File: src/rtl/bp_cache_dma_axil_ctrl.sv
// Splits cache-block DMA packets into single-beat AXI4-Lite reads/writes, one beat outstanding.
// Optional sticky response-error flag is built only with BP_DMA_AXIL_ERR_LATCH_EN defined.
module bp_cache_dma_axil_ctrl #(
  parameter int daddr_width_p     = 28,
  parameter int axil_addr_width_p = 28,
  parameter int axil_data_width_p = 64,
  parameter int block_width_p     = 512
) (
  input  logic                           clk_i,
  input  logic                           reset_n_i,
  input  logic [daddr_width_p:0]         dma_pkt_i,
  input  logic                           dma_pkt_v_i,
  output logic                           dma_pkt_yumi_o,
  output logic [axil_data_width_p-1:0]   dma_data_o,
  output logic                           dma_data_v_o,
  input  logic                           dma_data_ready_and_i,
  input  logic [axil_data_width_p-1:0]   dma_data_i,
  input  logic                           dma_data_v_i,
  output logic                           dma_data_yumi_o,
  output logic [axil_addr_width_p-1:0]   araddr_o,
  output logic [2:0]                     arprot_o,
  output logic                           arvalid_o,
  input  logic                           arready_i,
  input  logic [axil_data_width_p-1:0]   rdata_i,
  input  logic [1:0]                     rresp_i,
  input  logic                           rvalid_i,
  output logic                           rready_o,
  output logic [axil_addr_width_p-1:0]   awaddr_o,
  output logic [2:0]                     awprot_o,
  output logic                           awvalid_o,
  input  logic                           awready_i,
  output logic [axil_data_width_p-1:0]   wdata_o,
  output logic [axil_data_width_p/8-1:0] wstrb_o,
  output logic                           wvalid_o,
  input  logic                           wready_i,
  input  logic [1:0]                     bresp_i,
  input  logic                           bvalid_i,
  output logic                           bready_o,
  output logic                           busy_o,
  output logic                           error_o
);

  localparam int beats_lp    = block_width_p / axil_data_width_p;
  localparam int lg_beats_lp = (beats_lp > 1) ? $clog2(beats_lp) : 1;
  localparam int blk_off_lp  = $clog2(block_width_p / 8);
  localparam int beat_off_lp = $clog2(axil_data_width_p / 8);
  localparam logic [daddr_width_p-1:0] blk_mask_lp = daddr_width_p'((64'd1 << blk_off_lp) - 64'd1);

  typedef enum logic [2:0] {
    IDLE, RD_ADDR, RD_DATA, RD_OUT, WR_DATA, WR_REQ, WR_RESP
  } state_e;

  state_e                         state;
  logic [lg_beats_lp-1:0]         beat;
  logic [daddr_width_p-1:0]       base;
  logic [daddr_width_p-1:0]       beat_addr;
  logic [axil_data_width_p-1:0]   data_r;
  logic                           last_beat;
  logic                           aw_done;
  logic                           w_done;

  assign last_beat = (beat == lg_beats_lp'(beats_lp - 1));
  assign beat_addr = base + (daddr_width_p'(beat) << beat_off_lp);
  // A channel counts as done once its valid has dropped or is handshaking now.
  assign aw_done   = ~awvalid_o | awready_i;
  assign w_done    = ~wvalid_o | wready_i;

  assign dma_pkt_yumi_o  = dma_pkt_v_i & (state == IDLE);
  assign dma_data_yumi_o = dma_data_v_i & (state == WR_DATA);
  assign dma_data_o      = data_r;
  assign wdata_o         = data_r;
  assign wstrb_o         = '1;
  assign araddr_o        = axil_addr_width_p'(beat_addr);
  assign awaddr_o        = axil_addr_width_p'(beat_addr);
  assign arprot_o        = 3'b000;
  assign awprot_o        = 3'b000;

  always_ff @(posedge clk_i or negedge reset_n_i) begin
    if (!reset_n_i) begin
      state        <= IDLE;
      beat         <= '0;
      base         <= '0;
      data_r       <= '0;
      arvalid_o    <= 1'b0;
      rready_o     <= 1'b0;
      dma_data_v_o <= 1'b0;
      awvalid_o    <= 1'b0;
      wvalid_o     <= 1'b0;
      bready_o     <= 1'b0;
      busy_o       <= 1'b0;
    end else begin
      case (state)
        IDLE: if (dma_pkt_v_i) begin
          base   <= dma_pkt_i[daddr_width_p-1:0] & ~blk_mask_lp;
          beat   <= '0;
          busy_o <= 1'b1;
          if (dma_pkt_i[daddr_width_p]) begin
            state <= WR_DATA;
          end else begin
            state     <= RD_ADDR;
            arvalid_o <= 1'b1;
          end
        end
        RD_ADDR: if (arready_i) begin
          arvalid_o <= 1'b0;
          rready_o  <= 1'b1;
          state     <= RD_DATA;
        end
        RD_DATA: if (rvalid_i) begin
          rready_o     <= 1'b0;
          data_r       <= rdata_i;
          dma_data_v_o <= 1'b1;
          state        <= RD_OUT;
        end
        RD_OUT: if (dma_data_ready_and_i) begin
          dma_data_v_o <= 1'b0;
          if (last_beat) begin
            busy_o <= 1'b0;
            state  <= IDLE;
          end else begin
            beat      <= beat + 1'b1;
            arvalid_o <= 1'b1;
            state     <= RD_ADDR;
          end
        end
        WR_DATA: if (dma_data_v_i) begin
          data_r    <= dma_data_i;
          awvalid_o <= 1'b1;
          wvalid_o  <= 1'b1;
          state     <= WR_REQ;
        end
        WR_REQ: begin
          if (awready_i) awvalid_o <= 1'b0;
          if (wready_i)  wvalid_o  <= 1'b0;
          if (aw_done && w_done) begin
            bready_o <= 1'b1;
            state    <= WR_RESP;
          end
        end
        WR_RESP: if (bvalid_i) begin
          bready_o <= 1'b0;
          if (last_beat) begin
            busy_o <= 1'b0;
            state  <= IDLE;
          end else begin
            beat  <= beat + 1'b1;
            state <= WR_DATA;
          end
        end
        default: state <= IDLE;
      endcase
    end
  end

`ifdef BP_DMA_AXIL_ERR_LATCH_EN
  logic error_r;
  always_ff @(posedge clk_i or negedge reset_n_i) begin
    if (!reset_n_i) begin
      error_r <= 1'b0;
    end else if ((rvalid_i && rready_o && (rresp_i != 2'b00)) ||
                 (bvalid_i && bready_o && (bresp_i != 2'b00))) begin
      error_r <= 1'b1;
    end
  end
  assign error_o = error_r;
`else
  logic unused_resp;
  assign unused_resp = ^{rresp_i, bresp_i};
  assign error_o     = 1'b0;
`endif

endmodule

File: config.mk
export PLATFORM = sky130hd
export DESIGN_NAME = bp_cache_dma_axil_ctrl
export DESIGN_NICKNAME = d
export VERILOG_FILES = /design/src/rtl/bp_cache_dma_axil_ctrl.sv
export SDC_FILE = /design/constraint.sdc
export NUM_CORES = 1
export LEC_CHECK = 0
export CAP_MARGIN = 15
export CORE_MARGIN = 2
export CORE_UTILIZATION = 25
export CTS_CLUSTER_DIAMETER = 50
export DETAILED_ROUTE_END_ITERATION = 10
export GPL_TIMING_DRIVEN = 1
export HOLD_SLACK_MARGIN = 0.15
export PLACE_DENSITY = 0.57
export SETUP_SLACK_MARGIN = 0.05
export SYNTH_ARGS = -nofsm -noshare
export SYNTH_HDL_FRONTEND = slang
export SYNTH_SLANG_ARGS = --single-unit
File: constraint.sdc
create_clock -name clk_i -period 2 [get_ports clk_i]
set_input_delay 0.4 -clock clk_i [delete_from_list [all_inputs] [get_ports clk_i]]
set_output_delay 0.4 -clock clk_i [all_outputs]
set_load 0.02 [all_outputs]
Word-level counts from Yosys, hierarchy flattened. Cells that the tools add are included.

Muxes and demuxes: 44. Multipliers: 0. Equal/unequal tests: 18. Reductions and logical operators: 19. Shift-type cells: 0. Bitwise logic cells: 6. Div/mod/pow operators: 0. Add/sub/neg operators: 2. $lt $le $gt $ge: 0.

Operators with widths (number): $mux W64 (2); $pmux W64 S2 (1); $mux W3 (13); $add A28 B6 Y28 (1); $ne A2 B2 Y1 const B (11); $pmux W3 S7 (1); $mux W1 (19); $reduce_and A3 Y1 (6); $eq A3 B3 Y1 const B (4); $pmux W1 S2 (5); $reduce_bool A2 Y1 (5); $pmux W3 S3 (1); $reduce_and A7 Y1 (1); $eq A3 B2 Y1 const B (2); $pmux W1 S3 (2); $reduce_and A6 Y1 (1); $reduce_bool A3 Y1 (2); $reduce_and A4 Y1 (1); $add A3 B1 Y3 const B (1); $eq A3 B1 Y1 const B (1); $logic_not A3 Y1 (1); $and A1 B1 Y1 (2); $not A1 Y1 (2); $or A1 B1 Y1 (2); 2 further kinds (2).

Flip-flop bits (word level): 99. Memory bits (writable): 0. Logic and storage cells: 100. Output and inout bits: 208. Bits in latches: 0. Input bits: 171. ROM bits: 0. Memories kept: 0.

Depth between registers and ports, before layout. Gate-level depths: netlist of the first run.

Word-level depth: 5. Depth in mapped cells: 8. Gate-level depth less buffers: 6.

Worst setup path before layout of the first run. No wires, ideal clock.

Kind: register to output. From: register state[0]. To: output dma_data_yumi_o. Arrival: 1.525 ns. Required time: 1.600 ns. Cell stages (with the launch flop): 4. Path buffers: 2. Slack: 0.075 ns. Cell sequence: dfrtp_1 buf_2 clkbuf_1 nor4_1.

Word-level cells in the longest chain between the ends: 2.

Ends and longest elaborated chain: start, declared (line 53) `state_e state;`; start signal, assigned (line 80) `state <= IDLE;`; start signal, assigned (line 98) `state <= WR_DATA;`; start signal, assigned (line 100) `state <= RD_ADDR;`; $eq A3 B3 Y1 (line 69) `assign dma_data_yumi_o = dma_data_v_i & (state == WR_DATA);`; $and A1 B1 Y1 (line 69); end, declared (line 19) `output logic dma_data_yumi_o,`.

No other way between the ends.

Worst setup path after layout of the first run.
From: input dma_data_v_i. To: output dma_data_yumi_o.

Word-level cells in the longest chain between the ends: 1.

Ends and longest elaborated chain: start, declared (line 18) `input logic dma_data_v_i,`; $and A1 B1 Y1 (line 69).

No other way between the ends.

==> results of run 1 <==
-- final cells by class --
class	instances	area, um^2	area share
clock inverter	5	37.5	0.00415
timing repair buffer	381	3860	0.426
multi-input combinational	311	2070	0.229
clock buffer	11	233	0.0257
sequential	99	2480	0.274
inverter	7	26.3	0.00290
tap	280	350	0.0387
-- sequential cells by signal, indices dropped and copies added, names as in the netlist --
register      cells
dma_data_o       64
base             22
beat              3
state             3
arvalid_o         1
awvalid_o         1
bready_o          1
busy_o            1
dma_data_v_o      1
rready_o          1
wvalid_o          1
-- kinds of logic (layout without fill, tap and decap cells) --
kind of cell	Yosys count	after routing	share of synthesized area
AND/OR/NAND/NOR	104	104	0.0825
flip-flops	99	99	0.449
XOR/XNOR	2	2	0.00318
AO/OA/AOI/OAI	92	92	0.0984
multiplexers	90	90	0.168
other	2	21	0.00136
adder cells (fa/ha/maj)	2	2	0.00453
buffers and inverters	148	404	0.193
-- timing repair --
item / in CTS / in global routing
endpoints found under the hold margin: 53 / 0
pin swaps: 0 / 2
gates cloned: 0 / 1
endpoints found under the setup margin: 2 / 65
buffers inserted: 0 / 1
hold buffers: 1 / 0
resized for setup: 4 / 5
-- layout by cell type (no fill, tap or decap), types with 2 or more instances in the layout --
cell type,instances
buf_6,3
nor3b_1,2
buf_12,8
and2_1,2
dfrtp_1,99
clkbuf_1,2
ha_1,2
conb_1,21
nor2_1,65
and3_1,2
nor2b_1,7
nor4bb_1,2
nor3_2,2
clkdlybuf4s50_1,344
o21ai_0,10
nand3b_1,2
a31oi_1,4
nand2_1,16
buf_4,23
mux2_2,23
a211oi_1,2
a21oi_1,60
mux2i_1,67
clkinvlp_4,2
a21oi_2,10
inv_1,7
clkbuf_16,10
nand3_1,2
-- final timing paths --
| path | to | cells after the start | slack [ns] | startpoint |
|---|---|---|---|---|
| setup / recovery | dma_data_yumi_o | 5 | 0.12 | dma_data_v_i |
| setup reg to reg | dma_data_o[61] | 7 | 0.22 | state[2] |
| min in group asynchronous | dma_data_o[1] | 3 | 0.64 | reset_n_i |
| max in group asynchronous | dma_data_o[55] | 3 | 0.90 | reset_n_i |
| hold reg to reg | busy_o | 1 | 0.49 | busy_o |
| hold / removal | busy_o | 1 | 0.49 | busy_o |
-- power breakdown --
| group | switching, mW | internal [mW] |
|---|---|---|
| clock | 0.799 | 0.850 |
| combinational | 5.57 | 5.46 |
| sequential | 0.799 | 3.01 |
-- cell usage after synthesis, types with 4 or more instances --
cell,count
mux2_2,23
o21ai_0,10
buf_2,15
nand2_1,16
buf_4,118
nor2_1,65
a31oi_1,4
a21oi_2,10
buf_6,6
a21oi_1,60
mux2i_1,67
nor2b_1,7
dfrtp_1,99
inv_1,7
-- through the flow --
| stage | TNS, ns | cells |
|---|---|---|
| after floorplan | 0 | 558 |
| after global placement | -5.50 | 1075 |
| after detailed placement | -7.50 | 1075 |
| after CTS | 0 | 1092 |
| after global routing | 0 | 1094 |
| final | 0 | 1094 |
-- critical path: cells and delay by family --
kind	cells	cell delay [ns]
buffers and inverters	4	0.91
and+or+nand+nor	1	0.16
-- per-layer routing --
metal | vias up | track usage
met5 | - | 0
met4 | 0 | 0.0375
met3 | 12 | 0.0458
met2 | 218 | 0.227
met1 | 2094 | 0.181
li1 | 2230 | -
==> reports/results.tsv, run 1 <==
metric	value	unit
vias	4554	
synth_edf_count	0	
end_kind	output port	
postPlaceCellArea	8710	um^2
antenna_found_initial	0	
cp_cell_sequence	clkdlybuf4s50_1, inv_1, buf_4, nor4_4, buf_4	
yosys-top-cells-area	dfrtp_1 (45%), buf_4 (16%), mux2i_1 (12%), a21oi_1 (5.4%), mux2_2 (4.7%)	
ir_drop	0.811	mV
die_x	153	um
finalCriticalPeriod	1.88	ns
pre_cts_slack	-0.153	ns
critPathLaunchType	input pin	
fin_skew	0.00827	ns
synth_warnings	0	
slew_headroom	0.619	
drive_above_1_share	0.107	
slowest_stage	clkdlybuf4s50_1	
syn_inst	539	
drtPass1Iterations	4	
m1WireLength	7380	um
clock.fmax	531	MHz
arrival	1.48	ns
grt.overflow.total	0	
insertion_delay	0.35	ns
grt_pass1_vias	4478	
routed_wl	16900	um
hold_class	reg -> reg	
final_area	9050	um^2
die_h	153	um
yosysTopAreaCell	dfrtp_1	
fin_crit_sh	0.942	
status	finished, final reports clean	
utilization	0.416	
antenna_cells	0	
setup_viol	0	
grt_pass1_wl	26000	um
areaGrowthSynthToFinish	64.1	%
io_pins	379	
start_util	0.254	
grt_setup_unrepaired	no	
crit_fanout	2	
antenna_left	0	
critPathMaxStageDelay	0.49	ns
cp_common_cell	buf_4	
ys_async_sr_fraction	1.00	
place.port_buffers	347	
numClockSinks	99	
hold_violations	0	
cts_tree	built	
clockBufferDepth	2	
syn_area_per_cell	10.2	um^2
dieArea	23300	um^2
wl_met2	8010	um
cap_violations	0	
wire_per_inst	15.5	um
drtIter0Drc	193	
clkTransAtPathRegs	0.07	ns
setup_ws	0.117	ns
wl_met3	1330	um
synth_area	5520	um^2
synth-seq-cells	99	
post-route-drc-count	0	
nNetsFinal	982	
num_rows	54	
vias_per_cell	4.16	
post-dp-hpwl	12800	um
p_leak	3.73	nW
hold_slack	0.489	ns
gp_congestion	0.723	
ys.flop_type	dfrtp_1	
grt_start_max_net_pins	100	
post-synth-top-area-fraction	0.449	
cts_buffers	9	
timing.final.max_slew_violations	0	
powerDensity	1820	nW/um^2
worstSetupPathType	in -> out	
htreeDepth	3	
coreArea	21800	um^2
yosysSeqAreaShare	0.449	
required	1.60	ns
grt_usage	0.141	
fillCellCount	2154	
top_layer	met4	
total_power	16.5	mW
cts-root-buf	clkbuf_16	
worst_pin_slew	0.571	ns
synth_cell_types	35	
Note: power is estimated with default switching activity, not from simulation.
==> run 2: changes to the inputs <==
- CORE_MARGIN: 2 -> 5
==> reports/results.tsv, run 2 (synthesized netlist as in run 1, its figures left out) <==
metric	value	unit	change
fin_crit_sh	0.941		was 0.942
setup_ws	0.118	ns	was 0.117 ns
groute.layer.met2.usage	0.226		was 0.227
grt.overflow.total	0		unchanged
setup_tns	0	ns	unchanged
powerDensity	1850	nW/um^2	was 1820 nW/um^2
setup_viol	0		unchanged
crit_fanout	3		was 2
layout.area.seq	2480	um^2	unchanged
critPathLaunchType	register		was input pin
fillCellCount	2144		was 2,154
cts-root-buf	clkbuf_16		unchanged
reg2reg_setup_slack	0.18	ns	was 0.22 ns
vias	4704		was 4,554
grt_pass1_wl	26400	um	was 26,000 um
vias_per_cell	4.27		was 4.16
timing.critical_path.from	state[1]		was dma_data_v_i
routed_wl	18500	um	was 16,900 um
drtIter0Drc	143		was 193
r2r-end	dma_data_o[0]		was dma_data_o[61]
areaGrowthSynthToFinish	66.0	%	was 64.1%
cts_tree	built		unchanged
timing.final.max_slew_violations	0		unchanged
clockBufferDepth	2		unchanged
total_power	16.9	mW	was 16.5 mW
finalCriticalPeriod	1.88	ns	about the same
insertion_delay	0.35	ns	about the same
die_x	159	um	was 153 um
p_leak	3.81	nW	was 3.73 nW
grt_start_max_net_pins	52		was 100
slowest_stage	dfrtp_1		was clkdlybuf4s50_1
cap_violations	0		unchanged
dieArea	25100	um^2	was 23,300 um^2
status	finished, final reports clean		unchanged
final_cell_mix	clkdlybuf4s50_1 (344), dfrtp_1 (99), mux2i_1 (67)		unchanged
top_usage_layer	met2		unchanged
wire_per_inst	16.8	um	was 15.5 um
grt_use_met3	0.0427		was 0.0458
rr_startpoint	state[2]		unchanged
grt_usage	0.133		was 0.141
post-dp-hpwl	14500	um	was 12,800 um
fin_skew	0.00874	ns	was 0.00827 ns
num_rows	54		unchanged
hold_class	in -> async		was reg -> reg
grt_setup_unrepaired	yes		was no
worstSetupPathType	reg -> out		was in -> out
final_common_cell	clkdlybuf4s50_1		unchanged
drive_above_1_share	0.116		was 0.107
rr_worst_depth	7		unchanged
pre_cts_slack	-0.201	ns	was -0.153 ns
clock.fmax	531	MHz	about the same
place.port_buffers	347		unchanged
grt_pass1_vias	4748		was 4,478
required	1.60	ns	about the same
coreArea	21800	um^2	unchanged
ir_drop	0.714	mV	was 0.811 mV
start_util	0.254		unchanged
hold_violations	0		unchanged
clkTransAtPathRegs	0.07	ns	about the same
nNetsFinal	991		was 982
htreeDepth	3		unchanged
drtPass1Iterations	4		unchanged
antenna_found_initial	0		unchanged
antenna_cells	0		unchanged
antenna_left	0		unchanged
gp_congestion	0.757		was 0.723
multi_input_area	2060	um^2	was 2070 um^2
post-route-drc-count	0		unchanged
end_kind	output port		unchanged
die_h	159	um	was 153 um
met1_usage	0.167		was 0.181
numClockSinks	99		unchanged
largest_register_ffs	64		unchanged
cp_cell_sequence	nor3_1, and2_1, clkdlybuf4s15_2		was clkdlybuf4s50_1, inv_1, buf_4, nor4_4, buf_4
arrival	1.48	ns	about the same
cts_buffers	9		unchanged
critPathMaxStageDelay	0.40	ns	was 0.49 ns
critPathCapture	dma_pkt_yumi_o		was dma_data_yumi_o
hold_slack	0.475	ns	was 0.489 ns
io_pins	379		unchanged
run 2: changes by cell type in the layout (fill, tap and decap cells not counted), sizes merged:
cell      before  now
bufinv         0    2
buf           34   41
clkbuf        12   13
clkinv         2    0
clkinvlp       2    1
inv            8    9
run 2: stage by stage:
step,std cells,util,area [um^2]
final,1102,0.421,9160
after detailed placement,1083,0.403,8760
after CTS,1099,0.418,9080
after global routing,1102,0.421,9160
after global placement,1083,0.403,8760
after floorplan,558,-,5590
run 2: report_power, final:
group | switching, mW | internal, mW | total (mW)
combinational | 5.61 | 5.55 | 11.2
clock | 0.811 | 1.10 | 1.91
sequential | 0.844 | 3.00 | 3.85
total | 7.27 | 9.65 | 16.9
run 2: cell type report:
| class | count | share of cell area |
|---|---|---|
| multi-input combinational | 311 | 0.225 |
| sequential | 99 | 0.270 |
| clock buffer | 10 | 0.0250 |
| clock inverter | 5 | 0.00929 |
| tap | 280 | 0.0383 |
| inverter | 7 | 0.00287 |
| timing repair buffer | 390 | 0.429 |
run 2: worst min path at each step:
stage                     cells after the start             end  slack [ns]
after global routing                          2  dma_data_o[13]        0.50
after detailed placement                      1  dma_data_o[13]        0.30
after CTS                                     2  dma_data_o[13]        0.46
after floorplan                               0       arvalid_o        0.10
after global placement                        1  dma_data_o[13]        0.30
final                                         2  dma_data_o[13]        0.48
run 2: per-layer routing:
layer  vias up  part of all wire
li1       2240                 -
met1      2230              0.40
met2       223              0.50
met3        11             0.095
met4         0            0.0083
met5         -                 0
run 2: critical path: cells and delay by family, from the launching register on:
family / cells / cell delay [ns]
buffers and inverters: 1 / 0.28
AND/OR/NAND/NOR: 2 / 0.46
flip-flops: 1 / 0.40
run 2: repair_timing:
item                                    CTS  global route
setup buffers                             0             1
cloned                                    0             2
pin swaps                                 0             1
endpoints found under the hold margin    15             0
gates resized for setup                   5             7
endpoints found under the setup margin    2            51
hold buffers                              1             0
==> run 3: changes to the inputs <==
- clock period: 2 -> 2.2 ns (I/O delays scaled with it)
==> reports/results.tsv, run 3 (synthesized netlist as in run 1, its figures left out) <==
metric	value	unit	change
status	finished, final reports clean		unchanged
crit_fanout	19		was 3
grt.overflow.total	0		unchanged
required	2.47	ns	was 1.60 ns
postPlaceCellArea	8670	um^2	was 8760 um^2
power_frac_comb	0.656		was 0.660
grt_setup_unrepaired	no		was yes
post-dp-hpwl	13900	um	was 14,500 um
final_area	8950	um^2	was 9160 um^2
reg2reg_setup_slack	0.24	ns	was 0.18 ns
die_x	159	um	unchanged
place_inst	1074		was 1,083
antenna_cells	0		unchanged
end_kind	register		was output port
die_h	159	um	unchanged
vias	4522		was 4,704
grt_pass1_vias	4644		was 4,748
critical-path-top-delay-family	buffers and inverters		was simple AND/OR/NAND/NOR gates
cts_tree	built		unchanged
p_int	8.30	mW	was 9.65 mW
total_power	14.8	mW	was 16.9 mW
nNetsFinal	978		was 991
drtPass1Iterations	4		unchanged
pwr-share-seq	0.236		was 0.227
timing.final.max_slew_violations	0		unchanged
areaGrowthSynthToFinish	62.3	%	was 66.0%
critPathMaxStageDelay	0.41	ns	was 0.40 ns
hold_class	in -> async		unchanged
cp_cell_sequence	buf_4, nor3b_1, buf_4, a2111oi_4, buf_4, buf_4, nor2_1, a21oi_1		was nor3_1, and2_1, clkdlybuf4s15_2
utilization	0.412		was 0.421
cts_buffers	9		unchanged
clkTransAtPathRegs	0.08	ns	was 0.07 ns
start_util	0.254		unchanged
drive_above_1_share	0.102		was 0.116
wire_per_inst	16.3	um	was 16.8 um
ctsHoldBuffers	0		was 1
critPathLaunchType	register		unchanged
clockBufferDepth	2		unchanged
htreeDepth	3		unchanged
antenna_left	0		unchanged
numClockSinks	99		unchanged
crit_buf_inv	4		was 1
drtIter0Drc	160		was 143
vias_per_cell	4.15		was 4.27
fin_skew	0.00957	ns	was 0.00874 ns
cap_violations	0		unchanged
worstSetupPathType	reg -> reg		was reg -> out
coreArea	21800	um^2	unchanged
largest_register_ffs	64		unchanged
p_leak	3.72	nW	was 3.81 nW
antenna_found_initial	0		unchanged
instances_no_fill	1090		was 1,102
p_switching	6.52	mW	was 7.27 mW
rr_startpoint	state[1]		was state[2]
final_cell_mix	clkdlybuf4s50_1 (344), dfrtp_1 (99), mux2i_1 (67)		unchanged
p_sw_frac	0.440		was 0.429
hold_violations	0		unchanged
worst_pin_slew	0.561	ns	
io_pins	379		unchanged
post-route-drc-count	0		unchanged
finalCriticalPeriod	1.96	ns	
setup_tns	0	ns	unchanged
grt_pass1_wl	26100	um	was 26,400 um
arrival	2.23	ns	was 1.48 ns
fin_crit_sh	0.893		
gp_congestion	0.766		was 0.757
dieArea	25100	um^2	unchanged
clock.fmax	509	MHz	
num_rows	54		unchanged
ir_drop	0.682	mV	was 0.714 mV
power_frac_clock	0.109		was 0.113
cts-root-buf	clkbuf_16		unchanged
cp_common_cell	buf_4		
grt_start_max_net_pins	100		was 52
insertion_delay	0.34	ns	was 0.35 ns
place.port_buffers	347		unchanged
slowest_stage	dfrtp_1		unchanged
fillCellCount	2159		was 2,144
grt_usage	0.133		about the same
final_common_cell	clkdlybuf4s50_1		unchanged
slew_headroom	0.626		
routed_wl	17800	um	was 18,500 um
timing.critical_path.from	state[1]		unchanged
setup_viol	0		unchanged
powerDensity	1660	nW/um^2	was 1850 nW/um^2
==> run 3: cell types whose count changed in the layout (fill, tap and decap cells not counted), sizes merged <==
cell	previous run	this run
clkbuf	13	11
inv	9	12
clkdlybuf4s15	1	0
dlygate4sd3	1	0
dlygate4sd2	0	1
clkinv	0	1
buf	41	31
bufinv	2	0
clkinvlp	1	0
==> run 3: worst register-to-register path: stages (launching register included) <==
cell       delay (ns)
dfrtp_1          0.41
buf_4            0.21
nor3b_1          0.16
buf_4            0.14
a2111oi_4        0.33
buf_4            0.26
buf_4            0.20
nor2_1           0.05
a21oi_1          0.12
==> run 3: area by class of cell <==
class                           instances  area, um^2  area share
Sequential cell                        99        2480       0.277
Clock inverter                          6        53.8     0.00601
Multi-Input combinational cell        311        2050       0.229
Clock buffer                           10         239      0.0267
Tap cell                              280         350      0.0391
Inverter                                7        26.3     0.00293
Timing Repair Buffer                  377        3750       0.419
==> run 3: path summary, 6_finish.rpt <==
check / endpoint / cells after the start
hold reg to reg: busy_o / 1
min in group clk_i: busy_o / 1
setup / recovery: dma_data_o[25] / 8
hold / removal: base[22] / 2
setup reg to reg: dma_data_o[25] / 8
max in group asynchronous: dma_data_o[57] / 2
==> run 3: what timing repair did <==
action                                  CTS  global route
endpoints found under the hold margin     0             0
pin swaps                                 0             0
gates cloned                              0             0
buffers inserted                          0             0
gates resized for setup                   2             2
endpoints found under the setup margin    2             1
==> run 3: power by group through the flow <==
stage | Sequential [mW] | Combinational, mW | Clock [mW]
2_1_floorplan | 4.38 | 5.46 | 0
3_3_place_gp | 3.52 | 9.79 | 0
3_5_place_dp | 3.54 | 9.87 | 0
4_1_cts | 3.53 | 9.88 | 1.69
5_1_grt | 3.64 | 10.4 | 1.75
6_report | 3.49 | 9.72 | 1.61
==> run 3: routing by layer <==
layer	part of all wire	up-vias	GRT usage
met2	0.50	205	0.231
li1	-	2213	-
met4	0.0082	0	0.0366
met1	0.40	2096	0.161
met3	0.091	8	0.0397
met5	0	-	0
==> run 3: through the flow <==
| stage | hold slack [ns] | setup slack [ns] |
|---|---|---|
| CTS | 0.171 | 0.119 |
| detailed placement | 0.479 | -0.0415 |
| global placement | 0.476 | -0.0634 |
| finish | 0.133 | 0.236 |
| global route | 0.181 | 0.0842 |
| floorplan | 0.144 | 0.235 |
